$ cat src/rtl/mux2_arbiter_pkg.sv
// Shared types and defaults for the two-requester mux arbiter.
package mux_arb_pkg;

  typedef enum logic [1:0] {
    IDLE   = 2'd0,
    GRANT0 = 2'd1,
    GRANT1 = 2'd2
  } state_t;

  localparam int DEFAULT_MAX_HOLD = 8;

endpackage

$ cat src/rtl/mux2_arbiter_if.sv
// Request/grant bundle between the two requesters and the arbiter.
interface mux2_arbiter_if
  import mux_arb_pkg::*;
#(
  parameter int CW = $clog2(DEFAULT_MAX_HOLD + 1)
);

  logic [1:0]    req;
  logic [1:0]    gnt;
  logic          sel;
  logic          busy;
  logic          preempt;
  logic [CW-1:0] hold_cnt;

  // requester side
  modport master (
    output req,
    input  gnt, sel, busy, preempt, hold_cnt
  );

  // arbiter side
  modport slave (
    input  req,
    output gnt, sel, busy, preempt, hold_cnt
  );

endinterface

$ cat src/rtl/mux2_arbiter_hold_timer.sv
// Saturating hold counter: clear to 0, load 1 on a new grant, count up while held.
module hold_timer #(
  parameter int MAX_HOLD = 8,
  parameter int CW       = $clog2(MAX_HOLD + 1)
) (
  input  logic          clk,
  input  logic          resetn,
  input  logic          clr,
  input  logic          load,
  input  logic          en,
  output logic [CW-1:0] count,
  output logic          done
);

  localparam logic [CW-1:0] MAX_C = CW'(MAX_HOLD);

  // count cycles of the current grant, saturating at MAX_HOLD
  always_ff @(posedge clk or negedge resetn) begin
    if (!resetn) begin
      count <= '0;
    end else if (clr) begin
      count <= '0;
    end else if (load) begin
      count <= CW'(1);
    end else if (en && (count != MAX_C)) begin
      count <= count + CW'(1);
    end
  end

  assign done = (count == MAX_C);

endmodule

$ cat src/rtl/mux2_arbiter.sv
// Two-requester round-robin arbiter driving the select of a shared 2:1 mux.
// req is registered once on entry, so a request sampled at one edge shows up
// as a grant after the following edge and nothing combinational reaches gnt.
//
//   state  | meaning
//   IDLE   | no owner; sel keeps the last owner's index
//   GRANT0 | requester 0 owns the mux (sel=0)
//   GRANT1 | requester 1 owns the mux (sel=1)
module mux2_arbiter
  import mux_arb_pkg::*;
#(
  parameter int MAX_HOLD = DEFAULT_MAX_HOLD,
  parameter int CW       = $clog2(MAX_HOLD + 1)
) (
  input  logic           clk,
  input  logic           resetn,
  mux2_arbiter_if.slave  bus
);

  state_t        state;
  state_t        nxt;
  logic [1:0]    req_q;
  logic          last;
  logic          t_clr;
  logic          t_load;
  logic          t_en;
  logic          t_done;
  logic          take_pre;
  logic [CW-1:0] cnt;

  // input register for the requests
  always_ff @(posedge clk or negedge resetn) begin
    if (!resetn) begin
      req_q <= 2'b00;
    end else begin
      req_q <= bus.req;
    end
  end

  // next-state decision and hold-timer control
  always_comb begin
    nxt      = state;
    take_pre = 1'b0;
    t_clr    = 1'b0;
    t_load   = 1'b0;
    t_en     = 1'b0;
    case (state)
      IDLE: begin
        case (req_q)
          2'b01:   nxt = GRANT0;
          2'b10:   nxt = GRANT1;
          2'b11:   nxt = last ? GRANT0 : GRANT1;
          default: nxt = IDLE;
        endcase
      end
      GRANT0: begin
        if (req_q[0] && !(req_q[1] && t_done)) begin
          nxt = GRANT0;
        end else if (req_q[1]) begin
          nxt      = GRANT1;
          take_pre = req_q[0];
        end else begin
          nxt = IDLE;
        end
      end
      GRANT1: begin
        if (req_q[1] && !(req_q[0] && t_done)) begin
          nxt = GRANT1;
        end else if (req_q[0]) begin
          nxt      = GRANT0;
          take_pre = req_q[1];
        end else begin
          nxt = IDLE;
        end
      end
      default: nxt = IDLE;
    endcase

    if (nxt == IDLE) begin
      t_clr = 1'b1;
    end else if (nxt != state) begin
      t_load = 1'b1;
    end else begin
      t_en = 1'b1;
    end
  end

  // state register with registered grant outputs and round-robin pointer
  always_ff @(posedge clk or negedge resetn) begin
    if (!resetn) begin
      state       <= IDLE;
      bus.gnt     <= 2'b00;
      bus.sel     <= 1'b0;
      bus.busy    <= 1'b0;
      bus.preempt <= 1'b0;
      last        <= 1'b1;
    end else begin
      state       <= nxt;
      bus.preempt <= take_pre;
      bus.busy    <= (nxt != IDLE);
      case (nxt)
        GRANT0: begin
          bus.gnt <= 2'b01;
          bus.sel <= 1'b0;
          last    <= 1'b0;
        end
        GRANT1: begin
          bus.gnt <= 2'b10;
          bus.sel <= 1'b1;
          last    <= 1'b1;
        end
        default: begin
          bus.gnt <= 2'b00;
        end
      endcase
    end
  end

  hold_timer #(
    .MAX_HOLD (MAX_HOLD),
    .CW       (CW)
  ) u_hold_timer (
    .clk    (clk),
    .resetn (resetn),
    .clr    (t_clr),
    .load   (t_load),
    .en     (t_en),
    .count  (cnt),
    .done   (t_done)
  );

  assign bus.hold_cnt = cnt;

endmodule

$ cat src/flat_wrapper.sv
// flat-port wrapper written by rule: the top's interface ports become plain ports
module mux2_arbiter_flat import mux_arb_pkg::*;
#(
  parameter int MAX_HOLD = DEFAULT_MAX_HOLD,
  parameter int CW       = $clog2(MAX_HOLD + 1)
)
  (clk, resetn, bus_req, bus_gnt, bus_sel, bus_busy, bus_preempt, bus_hold_cnt);
  mux2_arbiter_if #(.CW(CW)) bus_i ();
  input  logic clk;
  input  logic resetn;
  input wire logic [$bits(bus_i.req)-1:0] bus_req;
  output wire logic [$bits(bus_i.gnt)-1:0] bus_gnt;
  output wire logic [$bits(bus_i.sel)-1:0] bus_sel;
  output wire logic [$bits(bus_i.busy)-1:0] bus_busy;
  output wire logic [$bits(bus_i.preempt)-1:0] bus_preempt;
  output wire logic [$bits(bus_i.hold_cnt)-1:0] bus_hold_cnt;
  assign bus_i.req = bus_req;
  assign bus_gnt = bus_i.gnt;
  assign bus_sel = bus_i.sel;
  assign bus_busy = bus_i.busy;
  assign bus_preempt = bus_i.preempt;
  assign bus_hold_cnt = bus_i.hold_cnt;
  mux2_arbiter #(.MAX_HOLD(MAX_HOLD), .CW(CW)) u_core (.clk(clk), .resetn(resetn), .bus(bus_i));
endmodule
$ cat config.mk
export PLATFORM = sky130hd
export DESIGN_NAME = mux2_arbiter_flat
export DESIGN_NICKNAME = d
export VERILOG_FILES = /design/src/rtl/mux2_arbiter_pkg.sv /design/src/rtl/mux2_arbiter_if.sv /design/src/rtl/mux2_arbiter_hold_timer.sv /design/src/rtl/mux2_arbiter.sv /design/src/flat_wrapper.sv
export SDC_FILE = /design/constraint.sdc
export NUM_CORES = 1
export LEC_CHECK = 0
export CAP_MARGIN = 20
export CORE_UTILIZATION = 51
export DETAILED_ROUTE_END_ITERATION = 10
export PLACE_DENSITY = 0.77
export SYNTH_ARGS = -nofsm -noshare
export SYNTH_HDL_FRONTEND = slang
export SYNTH_SLANG_ARGS = --single-unit
$ cat constraint.sdc
create_clock -name clk -period 2.73 [get_ports clk]
set_input_delay 0.4095 -clock clk [delete_from_list [all_inputs] [get_ports clk]]
set_output_delay 0.4095 -clock clk [all_outputs]
set_load 0.01 [all_outputs]
==> results of run 1 <==
[power by group through the flow]
stage          registers (mW)  clock network, mW  logic (mW)
6_report                0.325              0.154       0.525
5_1_grt                 0.332              0.163       0.595
4_1_cts                 0.324              0.152       0.526
3_5_place_dp            0.328                  0       0.518
3_3_place_gp            0.324                  0       0.517
2_1_floorplan           0.339                  0       0.337
[worst paths after layout]
| check | from | end | slack (ns) | depth (start not counted) |
|---|---|---|---|---|
| worst max-delay path | u_core.u_hold_timer.count[0] | u_core.u_hold_timer.count[1] | 0.59 | 8 |
| worst min-delay path | resetn | u_core.u_hold_timer.count[3] | 0.51 | 1 |
| worst max register to register | u_core.u_hold_timer.count[0] | u_core.u_hold_timer.count[1] | 0.59 | 8 |
| worst min register to register | u_core.last | u_core.last | 0.55 | 2 |
| max in group asynchronous | resetn | u_core.bus.preempt | 1.81 | 1 |
| min in group clk | u_core.last | u_core.last | 0.55 | 2 |
[per-stage QoR]
stage | total power, mW | utilization (%) | area [µm²]
CTS | 1.00 | 66.4 | 988
detailed placement | 0.847 | 63.9 | 952
floorplan | 0.676 | - | 812
global placement | 0.841 | 63.9 | 952
finish | 1.00 | 66.4 | 988
global route | 1.09 | 66.4 | 988
[metal layers]
metal  share of wire (%)  wire length (µm)  GRT usage (%)
met1                  47               751           29.9
met2                  44               709           31.9
met3                 5.4                87           3.91
met4                 3.3                53           14.2
met5                   0                 0              0
[state kept, by name, summed over array words and instances (netlist names)]
signal,count
u_core.u_hold_timer.count,4
u_core.bus.gnt,2
u_core.req_q,2
u_core.state,2
u_core.bus.busy,1
u_core.bus.preempt,1
u_core.bus.sel,1
u_core.last,1
[final cells by class]
cell class	instances	area (µm²)	share of cell area, %
Clock buffer	4	36.3	3.67
Multi-Input combinational cell	52	415	42.0
Tap cell	16	20.0	2.03
Inverter	12	45.0	4.56
Timing Repair Buffer	12	120	12.2
Sequential cell	14	352	35.6
[placed cells by master, fill, tap and decap left out, types with 3 or more instances in the layout]
master and count:
o21ai_0 4, a21oi_1 3, dfrtp_1 13, nor3_1 3, inv_1 12, clkdlybuf4s50_1 12, clkbuf_4 3, ha_1 9
nand2_1 6
[logic make-up (layout without fill, tap and decap cells)]
| family | count (synthesis) | count (layout) |
|---|---|---|
| AOI/OAI and AO/OA | 16 | 16 |
| xor gates and xnor gates | 3 | 3 |
| adders and majority gates | 9 | 9 |
| buffers and inverters | 12 | 28 |
| DFF | 14 | 14 |
| muxes | 2 | 2 |
| and+or+nand+nor | 22 | 22 |
==> impl_results.md, run 1 <==
* Status: completed
* Area Overhead vs Synth at 21.7%
* Final HPWL DP at 1.18 mm
* Congestion Overflow GR at 0
* Logic pwr share at 52.3%
* Layout fillers at 110
* Detail Route Antenna Nets at 0
* Post-Syn Area at 812 µm²
* Crit-path max FO at 5
* Tightest Hold Check Type: in -> async
* Critical-path cell list: inv_1 > ha_1 > and3b_4 > o211ai_2 > nor2b_1 > o21ai_1 > ha_1 > a2111oi_2
* Cell seen most often among critical-path stages: ha_1
* Cell Pwr Density at 1020 mW/mm²
* Cts-stage hold buffer count at 0
* Sw power at approximately 0.42 mW
* IO Port Bufs at 12
* Clock share of power at between 10% and 20%
* WL per Instance at 14.6 µm
* Post-synth EDFFs at 0
* Most frequent cell after synthesis: dfrtp_1
* Avg Inst Size Synth at 10.4 µm²
* Post-synth top cells: 13 x dfrtp_1, 12 x inv_1, 9 x ha_1
* Ports at 13
* Final setup margin at 0.585 ns
* Die area at 0.00176 mm²
* Pre-CTS setup slack at 0.616 ns
* Core Rows at 14
* CP peak stage delay at 0.44 ns
* RSZ-0062 raised after global routing: false
* Syn nets at 91
* Adder-Cell Fraction of Synth Area at 13.9%
* Top-area cell type share of the netlist area at between 40 and 50%
* Flop pwr share at 32.4%
* Multiplexer area fraction after synthesis at 2.47%
* Async SR Flop Fraction at 100%
* H-tree depth at 1
* CTS tree: built
* Cells after DPL at 106
* Initial Util at 54.5%
* Post-synthesis xor/xnor area fraction at 3.24%
* Final Hold Slack at 0.505 ns
* Buf+Inv Stages, Crit Path at 1
* Post-CTS setup buffers at 0
* Final Cycle Share at 78.6%
* Clock transition at path regs at 0.09 ns
* Worst VDD drop at 0.549 mV
* Fin cells at 110
* DRC errors left at 0
* Sw Share at 41.5%
* CP startpoint kind: flip-flop
* Post-synthesis simple-gate area fraction at 16.0%
* Hold violation total from the final report at 0
* Critical path data arrival time at 2.33 ns
* DR vias at 626
* # clock sinks at 14
* Kind of critical path: reg -> reg
* Nets@finish at about 110
* First-pass GRT wire length at 2.82 mm
* Number of global-route vias before repair at around 640
* Setup TNS at 0 ns
* Antenna violations before repair at 0
* Clock Skew at 0.00663 ns
* Pins Over Slew Limit at 0
* First DRT Iteration DRCs at 8
* Leak Pwr at 0.450 nW
* Crit path max-delay family: compound AO/OA/AOI/OAI gates
* Main combinational cell family by area after synthesis: simple AND/OR/NAND/NOR gates
* Die H at 41.9 µm
* Netlist cell types at 28
* Largest net degree at the start of global routing at 15
* Peak Freq at between 0.4 and 0.5 GHz
* Core area at between 0.001 and 0.0015 mm²
* Worst Path Required at 2.92 ns
* Max-Slew Margin vs Limit at 57.8%
* GRT Total Usage at 21.9%
* Post-Syn Instances at 78
* Internal power at 0.587 mW
* Die X at 41.9 µm
* Root Driver: clkbuf_4
* # setup viols final at 0
* Synth area leader: dfrtp_1
* Clk buf depth at 2
* Final worst path period need at 2.14 ns
* FF+latch count, synth at 14
* Worst setup EP type: flip-flop
* Largest cells by area after synthesis: dfrtp_1 40%, ha_1 14%, inv_1 5.5%, dfstp_2 3.2%, nand2_1 2.8%
* Worst Max-Slew Pin Slew at 0.631 ns
* Drt via density at 5.69
* Worst-skew pair later-pin latency at ~0.28 ns
* RePlAce Congestion at 0.773
* Drt pass-1 iters at 4
* Num CTS Buffers at 3
* CP max-delay cell: dfrtp_1
* Top FF cell, synth: dfrtp_1
* Ant. Diodes at 0
* Share of cells above drive strength 1 at 10.6%
* Routed wire length at 1.60 mm
* YS warnings at 0
* Sequential area share after synthesis at 43.3%
* Post_cts resized at 0
* Max-cap violations at 0
* Post-synthesis compound-gate area fraction at 15.6%
Note: power is estimated with default switching activity, not from simulation.
==> inputs of run 2 (changes only) <==
==> constraint.sdc (replaced) <==
create_clock -name clk -period 2 [get_ports clk]
set_input_delay 0.3 -clock clk [delete_from_list [all_inputs] [get_ports clk]]
set_output_delay 0.3 -clock clk [all_outputs]
set_load 0.01 [all_outputs]
==> run 2 against run 1 <==
Net effect: the flow now finishes with violations (setup timing); core utilization rose by 13 points; die area is the same; register-to-register slack got worse by 0.71 ns; sequential cell count is the same; cell area grew 19%; combinational power rose by 120%; clock-buffer cell count stayed put; critical endpoint is now u_core.u_hold_timer.count[0]; final cell count is 13% higher.
==> impl_results.md, run 2 (same netlist as run 1, synthesis figures left out) <==
* Multi-input gate area at 503 µm² (+21%)
* Die area at 0.00176 mm² (unchanged)
* DR vias at 739 (+18%)
* CP max-delay cell: dfrtp_2
* Leading cell type in the layout, fill and taps excluded: buf_4
* Reg2reg end: u_core.u_hold_timer.count[0]
* Ant. Diodes at 0 (unchanged)
* Pre-CTS setup slack at -0.0935 ns (-0.710 ns)
* Final Cycle Share at 106% (+28 points)
* Most frequent cells in the layout: 13 x buf_4, 12 x clkdlybuf4s50_1, 11 x dfrtp_1, 10 x inv_1, 6 x nand2_1
* Pins Over Slew Limit at 0 (unchanged)
* Critical path data arrival time at 2.29 ns (-0.04 ns)
* Leak Pwr at 0.516 nW (+15%)
* Die H at 41.9 µm (unchanged)
* Critical-path cell list: inv_2 > ha_2 > nand4b_1 > o211ai_1 > nor3_1 > a311o_2 > o31a_1
* Buf+Inv Stages, Crit Path at 1 (unchanged)
* Peak Freq at 0.470 GHz (+0.87%)
* Tightest Hold Check Type: in -> async
* Clk buf depth at 2 (unchanged)
* Total power at 1.79 mW (+78%)
* Clock transition at path regs at 0.09 ns (about the same)
* Worst setup EP type: flip-flop
* Kind of critical path: reg -> reg
* Worst VDD drop at 1.03 mV (+88%)
* Layout fillers at 95 (-14%)
* Cell Pwr Density at 1520 mW/mm² (+49%)
* Max reg flops at 4 (unchanged)
* First-pass GRT wire length at 3.39 mm (+20%)
* Max-Slew Margin vs Limit at 59.2% (+1.4 points)
* Crit path launch: u_core.state[0]
* # clock sinks at 14 (unchanged)
* Setup TNS at -0.407 ns (-0.407 ns)
* Antenna violations before repair at 0 (unchanged)
* Worst Path Required at 2.16 ns (-0.76 ns)
* Reg area at 354 µm² (+0.71%)
* Num CTS Buffers at 3 (unchanged)
* Crit-path max FO at 4 (-1)
* Root Driver: clkbuf_4
* Drt via density at 5.96 (+4.7%)
* GRT Total Usage at 26.2% (+4.3 points)
* RePlAce Congestion at 0.812 (+5.0%)
* Initial Util at 54.5% (unchanged)
* R2r worst-path depth at 7 (-1)
* Worst Max-Slew Pin Slew at 0.610 ns (-0.0213 ns)
* Failing checks: setup timing
* Max-cap violations at 0 (unchanged)
* Share of cells above drive strength 1 at 38.0% (+27 points)
* Final setup margin at -0.126 ns (-0.711 ns)
* DRC errors left at 0 (unchanged)
* Drt pass-1 iters at 4 (unchanged)
* Reg with most FFs: u_core.u_hold_timer.count
* Nets@finish at 122 (+13%)
* CTS tree: built
* IO Port Bufs at 12 (unchanged)
* Routed wire length at 2.34 mm (+46%)
* Detail Route Antenna Nets at 0 (unchanged)
* Core Rows at 14 (unchanged)
* Worst Setup EP: u_core.u_hold_timer.count[0]
* RSZ-0062 raised after global routing: true
* Worst r2r src: u_core.state[0]
* Die X at 41.9 µm (unchanged)
* Reg2Reg Setup Slack at -0.13 ns (-0.71 ns)
* # setup viols final at 5 (+5)
* Hold violation total from the final report at 0 (unchanged)
* WL per Instance at 18.9 µm (+29%)
* Largest net degree at the start of global routing at 15 (unchanged)
* Congestion Overflow GR at 0 (unchanged)
* CP startpoint kind: flip-flop
* First DRT Iteration DRCs at 23 (+15)
* Worst-skew pair later-pin latency at 0.29 ns (about the same)
* Core area at 0.00149 mm² (unchanged)
* Status: complete, but fails checks
* Clock Skew at 0.00789 ns (+0.00126 ns)
* CP peak stage delay at 0.46 ns (+0.02 ns)
* H-tree depth at 1 (unchanged)
* Final HPWL DP at 1.45 mm (+23%)
* Final worst path period need at 2.13 ns (-0.0186 ns)
* Crit path max-delay family: compound AO/OA/AOI/OAI gates
* Area Overhead vs Synth at 45.0%
* Ports at 13 (unchanged)
* Number of global-route vias before repair at 724 (+14%)
* Cell count along the critical path at 7 (-1)
* Final Hold Slack at 0.385 ns (-0.120 ns)
* Cts-stage hold buffer count at 0 (unchanged)
-- run 2: worst reg2reg max path, stage by stage, from the launching register on --
cell and delay, ns:
dfrtp_2 0.46, inv_2 0.10, ha_2 0.23, nand4b_1 0.18, o211ai_1 0.22, nor3_1 0.11
a311o_2 0.39, o31a_1 0.32
-- run 2: per-layer routing --
metal	global-route usage, %	vias up	share of wire (%)	routed length (µm)
li1	-	328	-	-
met1	34.1	363	40	933
met2	41.6	35	50	1160
met3	5.22	13	5.7	134
met4	12.9	0	4.6	107
met5	0	-	0	0
-- run 2: metrics by stage --
stage                     util (%)  cells  instance area, µm²
after detailed placement      68.5    115                1020
after global routing          79.1    124                1180
after global placement        68.5    115                1020
after CTS                     74.3    124                1110
final                         79.1    124                1180
after floorplan                  -     78                 812
-- run 2: worst min-delay path by stage --
stage / start / slack [ns] / cells after the start / to
final: resetn / 0.39 / 1 / u_core.bus.gnt[0]
after global routing: resetn / 0.45 / 1 / u_core.u_hold_timer.count[2]
after CTS: resetn / 0.42 / 1 / u_core.bus.gnt[0]
after detailed placement: u_core.last / 0.54 / 2 / u_core.last
after global placement: u_core.bus.sel / 0.53 / 2 / u_core.bus.sel
after floorplan: resetn / 0.004 / 0 / u_core.bus.busy
-- run 2: power breakdown --
group	leakage (nW)	total (mW)	internal (mW)	switching, mW
registers	0.176	0.449	0.375	0.0740
logic	0.325	1.17	0.555	0.610
clock network	0.0150	0.173	0.0776	0.0951
total	0.516	1.79	1.01	0.780
-- run 2: layout make-up --
class	instances	share of cell area, %
Timing Repair Buffer	26	19.4
Multi-Input combinational cell	52	42.7
Tap cell	16	1.70
Inverter	12	3.83
Clock buffer	4	2.23
Sequential cell	14	30.1
-- run 2: what timing repair did --
| item | 4_1_cts | 5_1_grt |
|---|---|---|
| endpoints found under the hold margin | 0 | 0 |
| gates cloned | 0 | 0 |
| pin swaps | 7 | 6 |
| buffers inserted | 5 | 0 |
| resized for setup | 7 | 18 |
| endpoints found under the setup margin | 3 | 6 |
==> inputs of run 3 (changes only) <==
--- a/config.mk
+++ b/config.mk
@@ -8,7 +8,8 @@
 export CAP_MARGIN = 20
 export CORE_UTILIZATION = 51
 export DETAILED_ROUTE_END_ITERATION = 10
-export PLACE_DENSITY = 0.77
+export PLACE_DENSITY = 0.75
+export REMOVE_ABC_BUFFERS = 1
 export SYNTH_ARGS = -nofsm -noshare
 export SYNTH_HDL_FRONTEND = slang
 export SYNTH_SLANG_ARGS = --single-unit
==> run 3 against run 2 <==
Net effect: the run still ends with setup timing left; clock power grew 16%; clock skew shrank 0.0051 ns; final cell count grew 3.2%; routed wire length shrank 15%; clock-buffer cell count is the same.
==> impl_results.md, run 3 (same netlist as run 1, synthesis figures left out) <==
* Worst setup EP type: flip-flop
* Setup TNS at -0.00602 ns (+0.401 ns)
* Reg area at 352 µm² (-0.71%)
* GRT Total Usage at 22.1% (-4.0 points)
* Max reg flops at 4 (unchanged)
* # setup viols final at 1 (-4)
* Final worst path period need at 2.01 ns (-0.120 ns)
* Die X at 41.9 µm (unchanged)
* Crit path max-delay family: compound AO/OA/AOI/OAI gates
* Util after Layout at 80.8% (+1.7 points)
* Max-cap violations at 0 (unchanged)
* Kind of critical path: reg -> reg
* Number of global-route vias before repair at 650 (-10%)
* Worst-skew pair later-pin latency at 0.28 ns (about the same)
* First DRT Iteration DRCs at 11 (-52%)
* Peak Freq at 0.499 GHz (+6.0%)
* Leak Pwr at 0.538 nW (+4.3%)
* Critical path data arrival time at 2.18 ns (-0.11 ns)
* DRC errors left at 0 (unchanged)
* Initial Util at 54.5% (unchanged)
* RSZ-0062 raised after global routing: true
* DR vias at 711 (-3.8%)
* Drt pass-1 iters at 6 (+2)
* CP max-delay cell: dfrtp_1
* Layout fillers at 95 (unchanged)
* Crit-path max FO at 4 (unchanged)
* Worst Max-Slew Pin Slew at 0.617 ns (+0.00775 ns)
* CP peak stage delay at 0.39 ns (-0.07 ns)
* Clock Skew at 0.00276 ns (-0.00512 ns)
* Num CTS Buffers at 3 (unchanged)
* WL per Instance at 15.5 µm (-18%)
* CP startpoint kind: flip-flop
* Die area at 0.00176 mm² (unchanged)
* Status: complete, but fails checks
* Multi-input gate area at 494 µm² (-1.7%)
* Routed wire length at 1.98 mm (-15%)
* Final Cycle Share at 100% (-6.0 points)
* Root Driver: clkbuf_4
* H-tree depth at 1 (unchanged)
* Hold violation total from the final report at 0 (unchanged)
* Share of cells above drive strength 1 at 39.3% (+1.3 points)
* Most frequent cells in the layout: 18 x buf_4, 13 x dfrtp_1, 12 x clkdlybuf4s50_1, 9 x inv_1, 6 x nand2_1
* Final HPWL DP at 1.24 mm (-15%)
* Ports at 13 (unchanged)
* Largest net degree at the start of global routing at 15 (unchanged)
* CTS tree: built
* Clk buf depth at 2 (unchanged)
* Die H at 41.9 µm (unchanged)
* Tightest Hold Check Type: in -> async
* Nets@finish at 126 (+3.3%)
* Buf+Inv Stages, Crit Path at 2 (+1)
* Area Overhead vs Synth at 48.1%
* Pre-CTS setup slack at -0.0239 ns (+0.0695 ns)
* Worst Path Required at 2.17 ns (about the same)
* Cts-stage hold buffer count at 0 (unchanged)
* Core Rows at 14 (unchanged)
* Worst VDD drop at 0.841 mV (-19%)
* IO Port Bufs at 12 (unchanged)
* Failing checks: setup timing
* Drt via density at 5.55 (-6.8%)
* Cell Pwr Density at 1470 mW/mm² (-3.4%)
* Ant. Diodes at 0 (unchanged)
* Max-Slew Margin vs Limit at 58.7% (-0.52 points)
* Detail Route Antenna Nets at 0 (unchanged)
* Reg with most FFs: u_core.u_hold_timer.count
* First-pass GRT wire length at 2.94 mm (-13%)
* Pins Over Slew Limit at 0 (unchanged)
* # clock sinks at 14 (unchanged)
* Final setup margin at -0.00602 ns (+0.120 ns)
* Core area at 0.00149 mm² (unchanged)
* Clock transition at path regs at 0.08 ns (about the same)
* Congestion Overflow GR at 0 (unchanged)
* RePlAce Congestion at 0.870 (+7.2%)
* Critical-path cell list: inv_1 > ha_2 > and3b_4 > o211ai_1 > buf_4 > a311o_1 > a2111oi_2
* Antenna violations before repair at 0 (unchanged)
* Leading cell type in the layout, fill and taps excluded: buf_4
==> run 3: cell count changes in the layout (fill, tap and decap cells not counted), sizes merged <==
cell,change
buf,+4
==> run 3: report_power, final <==
part           switching (mW)  internal [mW]  total [mW]
logic                   0.561          0.577        1.14
clock network          0.0900          0.111       0.201
registers              0.0521          0.371       0.423
==> run 3: per-stage QoR <==
stage / std cells / hold slack, ns / total power, mW / cell area [µm²]
floorplan: 78 / 0.00441 / 0.922 / 812
global placement: 114 / 0.534 / 1.22 / 1010
detailed placement: 114 / 0.535 / 1.24 / 1010
CTS: 121 / 0.421 / 1.50 / 1090
global route: 128 / 0.454 / 1.88 / 1200
finish: 128 / 0.403 / 1.76 / 1200
==> run 3: timing repair <==
item,in CTS,in global routing
cloned,0,0
setup buffers,3,7
pin swaps,2,9
hold endpoints to repair,0,0
resized for setup,5,16
endpoints found under the setup margin,2,8
==> run 3: area by class of cell <==
cell class	instances	share of cell area [%]
Clock buffer	4	3.02
Inverter	12	3.75
Multi-Input combinational cell	52	41.1
Sequential cell	14	29.2
Tap cell	16	1.66
Timing Repair Buffer	30	21.2
==> run 3: worst paths after layout <==
path	startpoint	end	slack [ns]	cells after the start
worst max-delay path	u_core.u_hold_timer.count[1]	u_core.u_hold_timer.count[1]	-0.006	7
max in group asynchronous	resetn	u_core.bus.preempt	1.20	1
worst min-delay path	resetn	u_core.req_q[1]	0.40	1
worst min register to register	u_core.bus.sel	u_core.bus.sel	0.54	2
worst max register to register	u_core.u_hold_timer.count[1]	u_core.u_hold_timer.count[1]	-0.006	7
min in group clk	bus_req[0]	u_core.req_q[0]	0.46	1
==> run 3: per-layer routing <==
layer  routed length (µm)  track usage [%]  vias up
met5                    0                0        -
met4                   54             7.74        0
met3                   90             2.61        6
met2                  945             33.4       24
met1                  891             33.0      346
li1                     -                -      335
